### src/rtl/uart_block_sequencer_if.sv
// Block handshake between the AES core (master) and the UART block sequencer (slave).
// Signals: blk_valid (block offered), blk_data (8*NUM_BYTES block, MSB byte first), blk_ready (accept).
interface uart_block_sequencer_if #(
    parameter int unsigned NUM_BYTES = 16
);
    logic                   blk_valid;
    logic [8*NUM_BYTES-1:0] blk_data;
    logic                   blk_ready;

    modport master (
        output blk_valid,
        output blk_data,
        input  blk_ready
    );

    modport slave (
        input  blk_valid,
        input  blk_data,
        output blk_ready
    );
endinterface

### src/rtl/uart_block_sequencer.sv
// Serialises one multi-byte block through uart_tx as header, data MSB first, optional XOR checksum.
// Ports: uart_clock, uart_reset (async, active-low), blk (slave handshake), tx_start/tx_byte to uart_tx,
// tx_ready_in from uart_tx, busy, done (1-cycle pulse), err (sticky ack timeout).
// Optional feature: define UART_SEQ_CHECKSUM_EN to append the XOR of the data bytes as a final byte.
module uart_block_sequencer #(
    parameter int unsigned NUM_BYTES   = 16,
    parameter logic [7:0]  HEADER_BYTE = 8'hA5,
    parameter int unsigned GAP_CYCLES  = 2,
    parameter int unsigned ACK_TIMEOUT = 1024
) (
    input  logic                  uart_clock,
    input  logic                  uart_reset,
    uart_block_sequencer_if.slave blk,
    output logic                  tx_start,
    output logic [7:0]            tx_byte,
    input  logic                  tx_ready_in,
    output logic                  busy,
    output logic                  done,
    output logic                  err
);

    localparam int unsigned DW = 8 * NUM_BYTES;
    localparam int unsigned IW = $clog2(NUM_BYTES + 3);
    localparam int unsigned GW = $clog2(GAP_CYCLES + 1);
    localparam int unsigned TW = $clog2(ACK_TIMEOUT + 1);
`ifdef UART_SEQ_CHECKSUM_EN
    localparam int unsigned LAST_IDX = NUM_BYTES + 1;
`else
    localparam int unsigned LAST_IDX = NUM_BYTES;
`endif

    typedef enum logic [2:0] {
        S_IDLE,
        S_GAP,
        S_ISSUE,
        S_WAIT_ACK,
        S_WAIT_DONE
    } state_t;

    state_t        state_q, state_d;
    logic [DW-1:0] shreg_q, shreg_d;
    logic [IW-1:0] idx_q, idx_d;
    logic [GW-1:0] gap_q, gap_d;
    logic [TW-1:0] to_q, to_d;
    logic          start_q, start_d;
    logic [7:0]    byte_q, byte_d;
    logic          err_q, err_d;
    logic          done_c;
    logic          is_last;
    logic          is_data;
    logic [7:0]    cur_byte;
`ifdef UART_SEQ_CHECKSUM_EN
    logic [7:0]    csum_q, csum_d;
`endif

    // idx 0 is the header, 1..NUM_BYTES the data, NUM_BYTES+1 the checksum.
    assign is_last = (idx_q == IW'(LAST_IDX));
    assign is_data = (idx_q != '0) && (idx_q <= IW'(NUM_BYTES));

    always_comb begin
        cur_byte = 8'h00;
        if (idx_q == '0) begin
            cur_byte = HEADER_BYTE;
        end else if (is_data) begin
            cur_byte = shreg_q[DW-1 -: 8];
        end else begin
`ifdef UART_SEQ_CHECKSUM_EN
            cur_byte = csum_q;
`else
            cur_byte = 8'h00;
`endif
        end
    end

    always_ff @(posedge uart_clock or negedge uart_reset) begin
        if (!uart_reset) begin
            state_q <= S_IDLE;
            shreg_q <= '0;
            idx_q   <= '0;
            gap_q   <= '0;
            to_q    <= '0;
            start_q <= 1'b0;
            byte_q  <= 8'h00;
            err_q   <= 1'b0;
        end else begin
            state_q <= state_d;
            shreg_q <= shreg_d;
            idx_q   <= idx_d;
            gap_q   <= gap_d;
            to_q    <= to_d;
            start_q <= start_d;
            byte_q  <= byte_d;
            err_q   <= err_d;
        end
    end

`ifdef UART_SEQ_CHECKSUM_EN
    always_ff @(posedge uart_clock or negedge uart_reset) begin
        if (!uart_reset) begin
            csum_q <= 8'h00;
        end else begin
            csum_q <= csum_d;
        end
    end
`endif

    always_comb begin
        state_d = state_q;
        shreg_d = shreg_q;
        idx_d   = idx_q;
        gap_d   = gap_q;
        to_d    = to_q;
        start_d = start_q;
        byte_d  = byte_q;
        err_d   = err_q;
        done_c  = 1'b0;
`ifdef UART_SEQ_CHECKSUM_EN
        csum_d  = csum_q;
`endif
        unique case (state_q)
            S_IDLE: begin
                if (blk.blk_valid) begin
                    shreg_d = blk.blk_data;
                    idx_d   = '0;
                    gap_d   = '0;
                    err_d   = 1'b0;
`ifdef UART_SEQ_CHECKSUM_EN
                    csum_d  = 8'h00;
`endif
                    state_d = S_GAP;
                end
            end
            S_GAP: begin
                // The gap only advances while uart_tx is idle, so a
                // slow transmitter stretches it rather than shortening it.
                if (tx_ready_in) begin
                    if (gap_q == GW'(GAP_CYCLES - 1)) begin
                        state_d = S_ISSUE;
                    end else begin
                        gap_d = gap_q + GW'(1);
                    end
                end
            end
            S_ISSUE: begin
                byte_d  = cur_byte;
                start_d = 1'b1;
                to_d    = '0;
                state_d = S_WAIT_ACK;
            end
            S_WAIT_ACK: begin
                if (!tx_ready_in) begin
                    start_d = 1'b0;
                    state_d = S_WAIT_DONE;
                end else if (to_q == TW'(ACK_TIMEOUT - 1)) begin
                    // Abandon the packet; remaining bytes are dropped.
                    err_d   = 1'b1;
                    start_d = 1'b0;
                    state_d = S_IDLE;
                end else begin
                    to_d = to_q + TW'(1);
                end
            end
            S_WAIT_DONE: begin
                if (tx_ready_in) begin
                    if (is_data) begin
`ifdef UART_SEQ_CHECKSUM_EN
                        csum_d = csum_q ^ shreg_q[DW-1 -: 8];
`endif
                        shreg_d = shreg_q << 8;
                    end
                    if (is_last) begin
                        done_c  = 1'b1;
                        state_d = S_IDLE;
                    end else begin
                        idx_d   = idx_q + IW'(1);
                        gap_d   = '0;
                        state_d = S_GAP;
                    end
                end
            end
            default: begin
                state_d = S_IDLE;
            end
        endcase
    end

    // done is raised while still leaving WAIT_DONE, so a block offered in
    // that cycle is only accepted once the state has reached IDLE.
    assign blk.blk_ready = (state_q == S_IDLE);
    assign busy          = (state_q != S_IDLE);
    assign done          = done_c;
    assign err           = err_q;
    assign tx_start      = start_q;
    assign tx_byte       = byte_q;

endmodule

### src/flat_wrapper.sv
// flat-port wrapper written by rule: the top's interface ports become plain ports
module uart_block_sequencer_flat 
#(
    parameter int unsigned NUM_BYTES   = 16,
    parameter logic [7:0]  HEADER_BYTE = 8'hA5,
    parameter int unsigned GAP_CYCLES  = 2,
    parameter int unsigned ACK_TIMEOUT = 1024
)
  (uart_clock, uart_reset, tx_start, tx_byte, tx_ready_in, busy, done, err, blk_blk_valid, blk_blk_data, blk_blk_ready);
  uart_block_sequencer_if #(.NUM_BYTES(NUM_BYTES)) blk_i ();
  input  logic uart_clock;
  input  logic uart_reset;
  output logic tx_start;
  output logic [7:0] tx_byte;
  input  logic tx_ready_in;
  output logic busy;
  output logic done;
  output logic err;
  input wire logic [$bits(blk_i.blk_valid)-1:0] blk_blk_valid;
  input wire logic [$bits(blk_i.blk_data)-1:0] blk_blk_data;
  output wire logic [$bits(blk_i.blk_ready)-1:0] blk_blk_ready;
  assign blk_i.blk_valid = blk_blk_valid;
  assign blk_i.blk_data = blk_blk_data;
  assign blk_blk_ready = blk_i.blk_ready;
  uart_block_sequencer #(.NUM_BYTES(NUM_BYTES), .HEADER_BYTE(HEADER_BYTE), .GAP_CYCLES(GAP_CYCLES), .ACK_TIMEOUT(ACK_TIMEOUT)) u_core (.uart_clock(uart_clock), .uart_reset(uart_reset), .blk(blk_i), .tx_start(tx_start), .tx_byte(tx_byte), .tx_ready_in(tx_ready_in), .busy(busy), .done(done), .err(err));
endmodule
### config.mk
export PLATFORM = sky130hd
export DESIGN_NAME = uart_block_sequencer_flat
export DESIGN_NICKNAME = d
export VERILOG_FILES = /design/src/rtl/uart_block_sequencer_if.sv /design/src/rtl/uart_block_sequencer.sv /design/src/flat_wrapper.sv
export SDC_FILE = /design/constraint.sdc
export NUM_CORES = 1
export LEC_CHECK = 0
export CORE_MARGIN = 3
export CORE_UTILIZATION = 52
export DETAILED_ROUTE_END_ITERATION = 10
export HOLD_SLACK_MARGIN = 0.12
export PLACE_DENSITY = 0.8
export SYNTH_ARGS = -nofsm -noshare
export SYNTH_HDL_FRONTEND = slang
export SYNTH_SLANG_ARGS = --single-unit
export TNS_END_PERCENT = 20
### constraint.sdc
create_clock -name uart_clock -period 5.77 [get_ports uart_clock]
set_input_delay 1.4425 -clock uart_clock [delete_from_list [all_inputs] [get_ports uart_clock]]
set_output_delay 1.4425 -clock uart_clock [all_outputs]
set_load 0.05 [all_outputs]
After elaboration in Yosys (flattened, before gate mapping)
Index checks and enable logic that the tools add are counted.
W data, S select, Z words.

storage, ports and cells
  output and inout bits = 13
  input port bits = 132
  flip-flop bits (word level) = 159
  word-level logic and storage cells = 83

operators by class
  mux-type cells = 37
  $add $sub $neg = 3
  reduce and logical (&&, ||, !) cells = 16
  equality and inequality tests = 18
  magnitude comparators = 1

operator list
  kind                     count
  $mux W128                3
  $pmux W128 S2            1
  $mux W11                 2
  $pmux W11 S2             1
  $mux W3                  6
  $mux W8                  2
  $mux W5                  3
  $pmux W3 S5              1
  $ne A2 B2 Y1 const B     7
  $reduce_and A4 Y1        3
  $add A11 B1 Y11 const B  1
  $eq A11 B10 Y1 const B   1
  $mux W2                  5
  $pmux W5 S2              1
  $mux W1                  9
  $eq A3 B2 Y1 const B     2
  $ne A2 B1 Y1 const B     3
  $pmux W2 S3              1
  $reduce_and A6 Y1        1
  $reduce_bool A2 Y1       3
  $reduce_bool A3 Y1       2
  $add A5 B1 Y5 const B    1
  $eq A5 B5 Y1 const B     1
  $le A5 B5 Y1 const B     1
  other kinds (13)         14

Depth between registers and ports, before layout
  depth after elaboration = 5
  depth in mapped cells = 11
  mapped depth without buffers = 8

Worst setup path after synthesis
No wires, ideal clock.

  kind = in2out
  start point = input tx_ready_in
  end point = output done
  data required time = 4328 ps
  path slack = 2290 ps
  buffers on the path = 1
  stages = 2
  data arrival time = 2037 ps
  path through = buf_4 -> and3_1

on the way
  cells in the longest elaborated chain, start to end = 2

RTL lines
  element      RTL line                     text
  from (decl)  flat_wrapper.sv:15           input logic tx_ready_in;
  $mux W1      uart_block_sequencer.sv:164  if (tx_ready_in) begin
  $mux W1      uart_block_sequencer.sv:120  unique case (state_q)
  to (decl)    flat_wrapper.sv:17           output logic done;

No other way between the ends.

Worst setup path after layout
Ends and elaborated chain as after synthesis.

==> results.py <==
metrics = {
    "synthesis": {
        "yosys_warnings": 0,
        "postSynthAreaPerCell_um2": 8.454,
        "synth_edf_count": 0,
        "synth-async-reset-ratio": 1.000,
        "synth_area_um2": 7473,
        "yosys_register_bits": 159,
        "yosys_most_used_dff": "dfrtp_1",
        "syn_nets": 1022,
        "yosysUniqueCellTypes": 51,
        "netlist_instances": 884,
        "seq_area_frac_synth": 0.5324,
    },
    "worst_setup_path": {
        "reg2reg_from": "u_core.idx_q[0]",
        "critPathKind": "input port to output pin",
        "crit_required_ns": 4.33,
        "arrival_ns": 3.13,
        "critPathCaptureType": "output pin",
        "r2r_cells": 9,
        "start_kind": "input port",
        "r2r_setup_slack_ns": 2.87,
        "cp_max_fo": 11,
        "rr_endpoint": "u_core.shreg_q[64]",
    },
    "die": {
        "core_region_area_um2": 13990,
        "die_y_um": 125.9,
        "start_util": 0.5343,
        "dieWidth_um": 125.9,
        "die-area_um2": 15850,
        "boundaryPins": 145,
        "rows": 43,
    },
    "detailed_routing": {
        "viasPerCell": 5.569,
        "drt-wirelength-per-cell_um": 15.32,
        "drcViolationCount": 0,
        "vias": 6549,
        "first_pass_iters": 5,
        "wl_mm": 18.01,
        "drt_iter0_drc": 550,
        "postRouteAntennaNets": 0,
    },
    "clocking": {
        "clk_path_buf_depth": 2,
        "numCtsBuffers": 17,
        "tritoncts": "built",
        "numClockSinks": 159,
        "cts_root_buf": "clkbuf_16",
        "clk_pin_slew_worst_paths_ns": 0.06,
        "cts_max_level": 4,
        "post_cts_buffers": 0,
        "clk_latency_ns": 0.42,
        "hold_buffers": 0,
        "ctsResizeCount": 0,
    },
    "global_routing": {
        "grt_pass1_wl_mm": 29.46,
        "track_usage": 0.2262,
        "grt-ovfl-total": 0,
        "grt_max_degree": 112,
        "grt_pass1_vias": 6088,
        "antenna_found_initial": 0,
    },
    "placement": {
        "gp_congestion": 0.8729,
        "pre_cts_ws_ns": 1.201,
        "place_hpwl_mm": 11.73,
        "portBuffers": 144,
        "dp.cells": 1147,
    },
    "run_status": {
        "outcome": "complete, no violations",
    },
    "hold_path": {
        "hold_path_class": "flop to flop",
        "worstHoldEndpoint": "u_core.shreg_q[2]",
        "hold_depth": 2,
        "hold_path.startpoint": "u_core.shreg_q[2]",
    },
    "finish": {
        "stdcell_count": 1176,
        "fillers": 1165,
        "fin_util": 0.6751,
        "layout.nets": 1124,
        "diodes": 0,
        "drive_above_1_share": 0.04217,
        "area_delta_synth_final_pct": 26.37,
    },
    "sta": {
        "relSlewSlack": 0.3220,
        "hold_violations": 0,
        "worst_pin_slew_ns": 1.015,
        "finalClockSkew_ns": 0.007051,
        "final.period_utilization": 0.7927,
        "timing.fmax_ghz": 0.2186,
        "drv_slew": 0,
        "period_minus_slack_ns": 4.574,
        "rsz0062_at_grt": "false",
        "setup_violations": 0,
        "final.setup.tns_ns": 0,
        "holdWs_ns": 0.4725,
        "fin_ws_ns": 1.196,
    },
    "pwr": {
        "cellLeakagePower_nw": 4.045,
        "powerDensity_nw_per_um2": 464.3,
        "peakVddDrop_uv": 239.4,
    },
    "flow_run": {
        "maxCapViolCount": 0,
    },
}
## worst max-delay path by stage
stage | start | to | slack (ns) | cells after the start
after floorplan | tx_ready_in | done | 2.29 | 2
after global placement | tx_ready_in | done | 1.20 | 3
after detailed placement | tx_ready_in | done | 1.20 | 3
after CTS | tx_ready_in | done | 1.18 | 3
after global routing | tx_ready_in | done | 1.12 | 3
final | tx_ready_in | done | 1.20 | 3
## cell families (layout without fill, tap and decap cells)
kind of cell	Yosys count	count (layout)	synth area share
fa+ha+maj	6	6	0.01004
flops	159	159	0.5324
xor+xnor	1	1	0.001172
mux	2	2	0.002679
compound gates	167	167	0.1445
buf+inv	75	187	0.04905
simple gates	474	474	0.2602
## layout by cell type, fill, tap and decap left out, types with 7 or more instances in the layout
| master | synthesis | final |
|---|---|---|
| a21oi_1 | 12 | 12 |
| nor2_1 | 126 | 126 |
| clkdlybuf4s50_1 | 0 | 143 |
| dfrtp_1 | 159 | 159 |
| clkbuf_16 | 0 | 17 |
| nand3_1 | 26 | 26 |
| inv_1 | 7 | 7 |
| nand2_1 | 285 | 284 |
| a31oi_1 | 123 | 123 |
## layout make-up
type	count	area [um2]	area share
Clock buffer	21	470.5	0.04981
Clock inverter	8	90.09	0.009539
Inverter	7	26.28	0.002782
Multi-Input combinational cell	650	3146	0.3331
Sequential cell	159	3979	0.4213
Tap cell	180	225.2	0.02385
Timing Repair Buffer	151	1508	0.1596
## cell usage after synthesis, types with 2 or more instances
library cell  number  area share
nor2_1           126       0.063
a41o_1             2      0.0027
and2_1             3      0.0025
a41oi_1            2      0.0023
buf_4              6      0.0060
a31oi_1          123        0.10
and3_1             4      0.0033
and4_1             2      0.0023
a21oi_1           12      0.0080
nand3_1           26       0.017
o21ai_0            6      0.0040
nand2_1          285        0.14
inv_1              7      0.0035
nand2b_1           3      0.0025
buf_6              2      0.0030
o31ai_1            2      0.0020
o21ai_1            3      0.0020
o211ai_1           2      0.0020
ha_1               6       0.010
or4_1              2      0.0020
dfrtp_1          159        0.53
clkbuf_1          22       0.011
nor2b_1            5      0.0042
buf_2             38       0.025
a2bb2oi_1          2      0.0023
mux2i_1            2      0.0027
nand4b_1           2      0.0023
nor3_1             4      0.0027
nand4_1            4      0.0033
## per-stage QoR
stage	cell area, um2	power [mW]
after CTS	9444	4.405
final	9444	4.385
after global routing	9444	4.684
after floorplan	7473	2.925
after detailed placement	8884	3.314
after global placement	8884	3.243
## routing by layer
| layer | share of wire | track usage | vias to the layer above |
|---|---|---|---|
| li1 | - | - | 3198 |
| met1 | 0.44 | 0.3100 | 3135 |
| met2 | 0.49 | 0.3640 | 196 |
| met3 | 0.053 | 0.05259 | 20 |
| met4 | 0.015 | 0.06498 | 0 |
| met5 | 0 | 0 | - |
## worst max-delay path, cell delays in order
cell and delay, ns:
clkdlybuf4s50_1 0.67, and3_1 0.21, clkdlybuf4s50_1 0.80
## report_power, final
| part | switching [mW] | internal [mW] | leakage, nW |
|---|---|---|---|
| Clock | 0.426 | 0.659 | 0.284 |
| Sequential | 0.326 | 1.61 | 1.81 |
| Combinational | 0.789 | 0.571 | 1.95 |
| Total | 1.54 | 2.84 | 4.04 |
## registers in the layout, summed over array words and instances, names as in the netlist
register         count
u_core.tx_start      1
u_core.state_q       3
u_core.idx_q         5
u_core.tx_byte       8
u_core.to_q         11
u_core.err           1
u_core.gap_q         2
u_core.shreg_q     128
Note: power is estimated with default switching activity, not from simulation.
